--- config.mk ---
export PLATFORM = sky130hd
export DESIGN_NAME = logic16_pipe
export DESIGN_NICKNAME = d
export VERILOG_FILES = /design/src/rtl/logic16_pipe.sv
export SDC_FILE = /design/constraint.sdc
export NUM_CORES = 1
export LEC_CHECK = 0
export BUFFER_PORTS_ARGS = -buffer_cell sky130_fd_sc_hd__buf_2
export CAP_MARGIN = 40
export CORE_UTILIZATION = 60
export DETAILED_ROUTE_END_ITERATION = 7
export PLACE_DENSITY = 0.86
export SYNTH_ARGS = -nofsm -noshare
export SYNTH_HDL_FRONTEND = slang
export SYNTH_SLANG_ARGS = --single-unit
export TNS_END_PERCENT = 5
--- constraint.sdc ---
create_clock -name clk -period 3.35 [get_ports clk]
set_clock_uncertainty 0.2 [all_clocks]
set_input_delay 0.67 -clock clk [delete_from_list [all_inputs] [get_ports clk]]
set_output_delay 0.67 -clock clk [all_outputs]
set_load 0.02 [all_outputs]
--- src/rtl/logic16_pipe.sv ---
// Two-stage registered 16-bit bitwise logic unit (AND/OR/XOR/NOT A) with valid/ready on both sides.
// Optional even-parity output out_parity is enabled by defining LOGIC16_PARITY_EN.

module and16 (
  input  logic [15:0] a,
  input  logic [15:0] b,
  output logic [15:0] y
);

  for (genvar i = 0; i < 16; i++) begin : g_bit
    and u_and (y[i], a[i], b[i]);
  end

endmodule

module logic16_pipe #(
  parameter int WIDTH = 16
) (
  input  logic             clk,
  input  logic             rst_n,
  input  logic             in_valid,
  output logic             in_ready,
  input  logic [WIDTH-1:0] in_a,
  input  logic [WIDTH-1:0] in_b,
  input  logic [1:0]       in_op,
  output logic             out_valid,
  input  logic             out_ready,
  output logic [WIDTH-1:0] out_result,
  output logic             out_zero,
  output logic             out_neg,
  output logic [1:0]       inflight
`ifdef LOGIC16_PARITY_EN
  ,
  output logic             out_parity
`endif
);

  localparam logic [1:0] OP_AND = 2'b00;
  localparam logic [1:0] OP_OR  = 2'b01;
  localparam logic [1:0] OP_XOR = 2'b10;
  localparam logic [1:0] OP_NOT = 2'b11;

  logic             s1_valid;
  logic [WIDTH-1:0] s1_a;
  logic [WIDTH-1:0] s1_b;
  logic [1:0]       s1_op;

  logic             s2_adv;
  logic             s1_valid_next;
  logic             s2_valid_next;

  logic [WIDTH-1:0] and_vec;
  logic [WIDTH-1:0] or_vec;
  logic [WIDTH-1:0] xor_vec;
  logic [WIDTH-1:0] not_vec;
  logic [WIDTH-1:0] result_next;

  // Stage 2 may load whenever its slot is empty or being drained this cycle.
  assign s2_adv   = !out_valid || out_ready;
  assign in_ready = !s1_valid || s2_adv;

  assign s1_valid_next = in_ready ? in_valid : s1_valid;
  assign s2_valid_next = s2_adv ? s1_valid : out_valid;

  // AND comes from the shared gate-level block; the other ops are sibling gate vectors.
  and16 u_and16 (
    .a (s1_a),
    .b (s1_b),
    .y (and_vec)
  );

  for (genvar i = 0; i < WIDTH; i++) begin : g_gates
    or  u_or  (or_vec[i],  s1_a[i], s1_b[i]);
    xor u_xor (xor_vec[i], s1_a[i], s1_b[i]);
    not u_not (not_vec[i], s1_a[i]);
  end

  always_comb begin
    result_next = and_vec;
    case (s1_op)
      OP_AND:  result_next = and_vec;
      OP_OR:   result_next = or_vec;
      OP_XOR:  result_next = xor_vec;
      OP_NOT:  result_next = not_vec;
      default: result_next = and_vec;
    endcase
  end

  always_ff @(posedge clk or negedge rst_n) begin
    if (!rst_n) begin
      s1_valid <= 1'b0;
      s1_a     <= '0;
      s1_b     <= '0;
      s1_op    <= 2'b00;
    end else if (in_ready) begin
      s1_valid <= in_valid;
      if (in_valid) begin
        s1_a  <= in_a;
        s1_b  <= in_b;
        s1_op <= in_op;
      end
    end
  end

  // Flags are derived from the value being loaded, so they always match out_result.
  always_ff @(posedge clk or negedge rst_n) begin
    if (!rst_n) begin
      out_valid  <= 1'b0;
      out_result <= '0;
      out_zero   <= 1'b0;
      out_neg    <= 1'b0;
    end else if (s2_adv) begin
      out_valid <= s1_valid;
      if (s1_valid) begin
        out_result <= result_next;
        out_zero   <= (result_next == '0);
        out_neg    <= result_next[WIDTH-1];
      end
    end
  end

`ifdef LOGIC16_PARITY_EN
  always_ff @(posedge clk or negedge rst_n) begin
    if (!rst_n) begin
      out_parity <= 1'b0;
    end else if (s2_adv && s1_valid) begin
      out_parity <= ^result_next;
    end
  end
`endif

  always_ff @(posedge clk or negedge rst_n) begin
    if (!rst_n) begin
      inflight <= 2'd0;
    end else begin
      inflight <= {1'b0, s1_valid_next} + {1'b0, s2_valid_next};
    end
  end

endmodule

==> results of run 1 <==
power breakdown:
| part | total (mW) | switching (mW) | internal (mW) |
|---|---|---|---|
| Sequential | 0.910 | 0.119 | 0.791 |
| Clock | 0.387 | 0.198 | 0.189 |
| Combinational | 0.613 | 0.320 | 0.294 |
| Total | 1.91 | 0.636 | 1.27 |
layout make-up:
class | instances | area, um2
timing repair buffer | 61 | 310
clock buffer | 8 | 100
inverter | 64 | 240
sequential | 55 | 1380
fill | 323 | 1320
tap | 67 | 83.8
multi-input combinational | 128 | 1420
kinds of logic (layout without fill, tap and decap cells):
logic type / count (synthesis) / after routing / synth area share [%]
and+or+nand+nor: 28 / 28 / 4.34
muxes: 50 / 50 / 25.1
adders and majority gates: 33 / 33 / 13.3
buffers and inverters: 75 / 133 / 10.2
AOI/OAI and AO/OA: 17 / 17 / 2.85
DFF: 55 / 55 / 44.2
metal layers:
| metal | routed length, um | up-vias |
|---|---|---|
| met5 | 0 | - |
| met4 | 70 | 0 |
| met3 | 325 | 11 |
| met2 | 2940 | 62 |
| met1 | 2230 | 985 |
| li1 | - | 957 |
worst max-delay path, delay by kind of cell (launching register included):
| kind | cells | cell delay [ps] |
|---|---|---|
| flip-flops | 1 | 880 |
| multiplexers | 1 | 710 |
| AND/OR/NAND/NOR | 2 | 190 |
| AO/OA/AOI/OAI | 1 | 210 |
path summary, 6_finish.rpt:
path,endpoint,start,cells after the start
max in group asynchronous,out_result[13]$_DFFE_PN0P_,rst_n,2
worst max register to register,out_zero$_DFFE_PN0P_,s1_op[0]$_DFFE_PN0P_,4
worst min-delay path,s1_a[15]$_DFFE_PN0P_,rst_n,1
worst min register to register,out_result[10]$_DFFE_PN0P_,out_result[10]$_DFFE_PN0P_,2
worst max-delay path,out_zero$_DFFE_PN0P_,s1_op[0]$_DFFE_PN0P_,4
min in group clk,out_result[10]$_DFFE_PN0P_,out_result[10]$_DFFE_PN0P_,2
sequential cells by signal (all words and copies together) (netlist names):
signal and cells:
inflight 2, out_result 16, out_valid 1, out_zero 1, s1_a 16, s1_b 16, s1_op 2, s1_valid 1
placed cells by master (no fill, tap or decap), types with 2 or more instances in the layout:
master / synthesis / routed
sky130_fd_sc_hd__buf_4: 2 / 2
sky130_fd_sc_hd__ha_1: 33 / 33
sky130_fd_sc_hd__dfrtp_1: 55 / 55
sky130_fd_sc_hd__mux4_1: 10 / 10
sky130_fd_sc_hd__o21ai_0: 16 / 16
sky130_fd_sc_hd__clkbuf_8: 0 / 7
sky130_fd_sc_hd__nand4_1: 3 / 3
sky130_fd_sc_hd__nand2_1: 18 / 18
sky130_fd_sc_hd__buf_2: 4 / 59
sky130_fd_sc_hd__mux4_2: 6 / 6
sky130_fd_sc_hd__nand2b_1: 3 / 3
sky130_fd_sc_hd__mux2_2: 34 / 34
sky130_fd_sc_hd__inv_1: 64 / 64
metrics by stage:
step | total power, mW | hold slack [ps] | cells | setup slack (ps) | cell area [um2]
final | 1.91 | 125 | 383 | 1060 | 3530
after global placement | 1.48 | 257 | 375 | 1160 | 3430
after CTS | 1.93 | 135 | 383 | 1060 | 3530
after floorplan | 1.34 | 174 | 258 | 1230 | 3110
after global routing | 2.03 | 166 | 383 | 934 | 3530
after detailed placement | 1.53 | 272 | 375 | 1110 | 3430
==> key figures, run 1 <==
Power
  – Max IR drop VDD: 0.309 mV
  – Leakage: 1.87 nW
  – Power per standard cell area: 541 mW/mm2

Floorplanning
  – Core Footprint: 0.00485 mm2
  – Number of placement rows: 25
  – Starting Density: 64.2%
  – Width of the die: 74.0 um
  – Die Area: 0.00548 mm2
  – I/O pins: 60
  – Die height: 74.0 um

GRT
  – Met1 Usage GRT: 26.7%
  – First-pass GRT wire length: ~9.1 mm
  – Via count of the first global-routing pass: 1991
  – Global routing usage summed across all routing layers: approximately 22%
  – Residual overflow from global routing: 0
  – Maximum number of pins on one net before global-route repair: 35
  – Most congested layer reported by global routing: met2
  – Number of antenna violations at the first check in global routing: 0
  – Met2 Use GR: 40.2%
  – GRT met3 Usage: just under 5%

Placement
  – RePlAce Congestion: 0.859
  – Detailed Place HPWL: just over 4 mm
  – Number of port buffers: 59

Logic synthesis
  – Top cells by instance count after synthesis: sky130_fd_sc_hd__inv_1, sky130_fd_sc_hd__dfrtp_1, sky130_fd_sc_hd__mux2_2, sky130_fd_sc_hd__ha_1, sky130_fd_sc_hd__nand2_1
  – Proportion of synthesized chip area in sequential cells: about 44%
  – Flops & latches, synth: 55
  – Cell count after synthesis: 258
  – Async SR Flop Fraction: 100%
  – Distinct cell type count after synthesis: 20
  – Number of nets in the synthesized netlist: 329
  – Cells taking the most area after synthesis: sky130_fd_sc_hd__dfrtp_1, sky130_fd_sc_hd__ha_1, sky130_fd_sc_hd__mux2_2
  – Most used standard cell by instance count after synthesis: sky130_fd_sc_hd__inv_1
  – Fraction of synthesized cell area taken by the top area cell type: between 40% and 50%
  – Mean instance size in the synthesized netlist: 12.1 um2
  – EDFF count, synth: 0
  – Number of warnings printed during yosys synthesis: 0
  – Post-synth top flop: sky130_fd_sc_hd__dfrtp_1
  – Syn Std Cell Area: 0.00311 mm2
  – Post-synthesis cell type with the largest combined area: sky130_fd_sc_hd__dfrtp_1

Setup path
  – Flop-to-flop setup slack: around 1100 ps
  – Crit path max-delay cell type: sky130_fd_sc_hd__dfrtp_1
  – Critical Path Source Type: flip-flop
  – Crit-path max cell delay: 880 ps
  – Type of element capturing the critical path: flip-flop
  – Data required, critical path: ~3400 ps
  – Data arrival time of the critical path: between 2000 and 2500 ps
  – Startpoint-to-endpoint class of the critical path: reg -> reg
  – Maximum fanout encountered on the critical timing path: 17
  – Ordered cell list for the critical path: mux4_1, nand4_1, nor3b_1, a22o_1

Timing
  – Setup repair after global routing missed its margin: false
  – Achievable clock frequency: 437 MHz
  – Worst-case headroom to the max-slew limit: 42.6%
  – Sum of negative setup slack: 0 ps
  – Final critical-path required period: about 2300 ps
  – Share of the cycle needed by the critical path after routing: roughly two thirds
  – Transition time at the pin with the least slew margin: 859 ps
  – Final-report setup violation count: 0
  – Number of hold violations in the final report: 0
  – Pins over their slew limit: 0

Routing
  – WL final: 5.57 mm
  – DR vias: 2015
  – Via-per-instance ratio: 5.26
  – Average wire per cell in the routed design: 14.5 um
  – Number of nets with antenna violations after detailed routing: 0
  – DRT iter0 DRCs: 100
  – Number of optimization iterations in the first detailed-route pass: 4
  – DRC viols: 0

Clock network
  – Number of levels the H-tree was split into: 2
  – Clock tree from TritonCTS: done
  – Setup fix buffers added after clock tree synthesis: 0
  – Cts bufs inserted: 5
  – Quantity of hold-fixing buffers added after cts: 0
  – Post-cts gate resize count: 0
  – Clock buffer depth: 2
  – Library cell used as clock root buffer: sky130_fd_sc_hd__clkbuf_8
  – Clock latency at the later pin of the worst-skew pair: 300 ps
  – Clock slew at the register clock pins of the worst setup and hold paths: approximately 90 ps
  – CTS Sinks: 55

Run
  – Number of max-cap violations: 0

Finish
  – Area grow syn2layout: 13.4%
  – # diodes: 0
  – Share of the core filled with cells: ~73%
  – Final nets: 386
  – Share of layout cells above drive strength 1: 34.5%

Worst hold path
  – Min-delay worst type: in -> async

Status
  – Run status: complete, no violations
Power figures use the tool's default switching activity.
==> run 2, diff against run 1 <==
--- a/config.mk
+++ b/config.mk
@@ -7,9 +7,9 @@
 export LEC_CHECK = 0
 export BUFFER_PORTS_ARGS = -buffer_cell sky130_fd_sc_hd__buf_2
 export CAP_MARGIN = 40
-export CORE_UTILIZATION = 60
+export CORE_UTILIZATION = 50
 export DETAILED_ROUTE_END_ITERATION = 7
-export PLACE_DENSITY = 0.86
+export PLACE_DENSITY = 0.76
 export SYNTH_ARGS = -nofsm -noshare
 export SYNTH_HDL_FRONTEND = slang
 export SYNTH_SLANG_ARGS = --single-unit
==> constraint.sdc (replaced) <==
create_clock -name clk -period 2 [get_ports clk]
set_clock_uncertainty 0.2 [all_clocks]
set_input_delay 0.4 -clock clk [delete_from_list [all_inputs] [get_ports clk]]
set_output_delay 0.4 -clock clk [all_outputs]
set_load 0.02 [all_outputs]
==> run 2 against run 1 <==
Compared with the run above: sequential power grew 63%; cell count grew 7.0%; critical path depth grew 3; setup slack lost 1000 ps; cell area grew 4.0%; routed wire length grew 1.8%; clock-buffer cell count shrank 2; highest routed layer unchanged.
==> key figures, run 2 (synthesis results as in run 1) <==
Worst hold path
  – Min-delay worst type: in -> reg
  – HP Start: in_a[10]

Routing
  – DRT iter0 DRCs: 115
  – Average wire per cell in the routed design: 13.8 um
  – DR vias: 2048
  – Via-per-instance ratio: roughly 5.0
  – Number of nets with antenna violations after detailed routing: 0
  – Number of optimization iterations in the first detailed-route pass: 4
  – WL final: 5.67 mm
  – DRC viols: 0

GRT
  – Via count of the first global-routing pass: 2040
  – Residual overflow from global routing: 0
  – Maximum number of pins on one net before global-route repair: 36
  – Number of antenna violations at the first check in global routing: 0
  – Global routing usage summed across all routing layers: 19.3%
  – First-pass GRT wire length: 9.45 mm

Finish
  – Number of standard cells in the final layout excluding fillers: 410
  – Area grow syn2layout: 18.0%
  – Top library cells by usage in the layout, fill and taps aside: sky130_fd_sc_hd__inv_1, sky130_fd_sc_hd__buf_2, sky130_fd_sc_hd__dfrtp_1
  – # diodes: 0
  – Biggest registers after layout: out_result x16, s1_a x16, s1_b x16
  – Final nets: just over 400
  – Share of the core filled with cells: slightly above 60%
  – Share of layout cells above drive strength 1: 40.0%
  – Most common cell after layout, fill and taps aside: sky130_fd_sc_hd__inv_1

Setup path
  – Startpoint-to-endpoint class of the critical path: reg -> reg
  – Maximum fanout encountered on the critical timing path: 3
  – Type of element capturing the critical path: flip-flop
  – Data arrival time of the critical path: 1950 ps
  – Data required, critical path: 2010 ps
  – Critical Path Source Type: flip-flop
  – Crit path from: s1_b[13]$_DFFE_PN0P_
  – Worst r2r src: s1_b[13]$_DFFE_PN0P_

Power
  – Clock power share: 18.6%
  – Power spent charging and discharging nets: 1.10 mW
  – Leakage: 1.93 nW
  – Max IR drop VDD: 0.465 mV
  – Sequential share of power: 45.7%
  – Internal power contribution: between 2 and 2.5 mW
  – Power per standard cell area: between 800 and 900 mW/mm2
  – Switching share of power: 34.0%
  – Share of power burned in combinational logic: between 30% and 40%

Clock network
  – Number of levels the H-tree was split into: 2
  – Library cell used as clock root buffer: sky130_fd_sc_hd__clkbuf_8
  – Clock tree from TritonCTS: done
  – Cts bufs inserted: 5
  – Clock latency at the later pin of the worst-skew pair: 310 ps
  – Clock buffer depth: 2
  – CTS Sinks: 55
  – Clock slew at the register clock pins of the worst setup and hold paths: 100 ps

Floorplanning
  – I/O pins: 60
  – Number of placement rows: 28
  – Starting Density: 52.2%
  – Core Footprint: 0.00596 mm2
  – Width of the die: a little over 80 um
  – Die Area: between 0.006 and 0.007 mm2
  – Die height: approximately 81 um

Timing
  – Worst-case headroom to the max-slew limit: 65.7%
  – Crit path setup slack, layout: approximately 58 ps
  – Pins over their slew limit: 0
  – Share of the cycle needed by the critical path after routing: 97.1%
  – Number of hold violations in the final report: 0
  – Transition time at the pin with the least slew margin: 515 ps
  – Final critical-path required period: 1940 ps
  – Final-report setup violation count: 0
  – Achievable clock frequency: 515 MHz

Run
  – Number of max-cap violations: 0

Placement
  – RePlAce Congestion: 0.754
  – Detailed Place HPWL: around 4.3 mm
  – Setup slack at placement: about 5.7 ps
  – Placed cells: 394
  – Number of port buffers: about 60

Status
  – Run status: complete, no violations
## run 2: final cells by class
class / count / area (um2)
multi-input combinational: 128 / 1390
timing repair buffer: 80 / 484
inverter: 64 / 240
fill: 501 / 2280
clock inverter: 2 / 12.5
clock buffer: 6 / 72.6
tap: 75 / 93.8
sequential: 55 / 1380
## run 2: power by group through the flow
| stage | registers [mW] | logic, mW | clock network, mW |
|---|---|---|---|
| finish | 1.48 | 1.16 | 0.603 |
| CTS | 1.49 | 1.13 | 0.626 |
| global route | 1.51 | 1.30 | 0.666 |
| global placement | 1.50 | 1.06 | 0 |
| detailed placement | 1.51 | 1.11 | 0 |
| floorplan | 1.61 | 0.632 | 0 |
## run 2: per-stage QoR
| step | power (mW) | setup TNS (ps) | instance area (um2) | hold slack [ps] |
|---|---|---|---|---|
| 2_1_floorplan | 2.24 | 0 | 3110 | -95.6 |
| 3_3_place_gp | 2.56 | 0 | 3550 | 192 |
| 3_5_place_dp | 2.62 | 0 | 3550 | 199 |
| 4_1_cts | 3.24 | 0 | 3650 | 104 |
| 5_1_grt | 3.48 | -6.00 | 3670 | 102 |
| 6_report | 3.24 | 0 | 3670 | 111 |
## run 2: critical path, stage by stage, from the launching register on
cell and delay, ps:
sky130_fd_sc_hd__dfrtp_1 380, sky130_fd_sc_hd__inv_1 50, sky130_fd_sc_hd__ha_1 270, sky130_fd_sc_hd__inv_1 40, sky130_fd_sc_hd__mux4_1 530, sky130_fd_sc_hd__nand4_1 120, sky130_fd_sc_hd__nor3b_1 60, sky130_fd_sc_hd__a22o_1 190
## run 2: routing by layer
metal / global-route usage, % / share of wire (%)
met4: 6.96 / 1.4
met2: 30.8 / 48
met5: 0 / 0
met3: 4.04 / 4.2
met1: 26.0 / 46
## run 2: final timing paths
kind / end / slack [ps] / cells past startpoint
worst max-delay path: out_zero$_DFFE_PN0P_ / 60 / 7
worst min-delay path: s1_a[10]$_DFFE_PN0P_ / 110 / 2
worst max register to register: out_zero$_DFFE_PN0P_ / 60 / 7
worst min register to register: out_result[9]$_DFFE_PN0P_ / 290 / 2
max in group asynchronous: s1_a[15]$_DFFE_PN0P_ / 650 / 3
min in group asynchronous: s1_b[8]$_DFFE_PN0P_ / 390 / 2
## run 2: repair_timing
item | in CTS | in global routing
gates resized for setup | 1 | 7
endpoints found under the setup margin | 1 | 1
hold buffers | 1 | 0
setup buffers | 1 | 6
hold endpoints to repair | 20 | 0
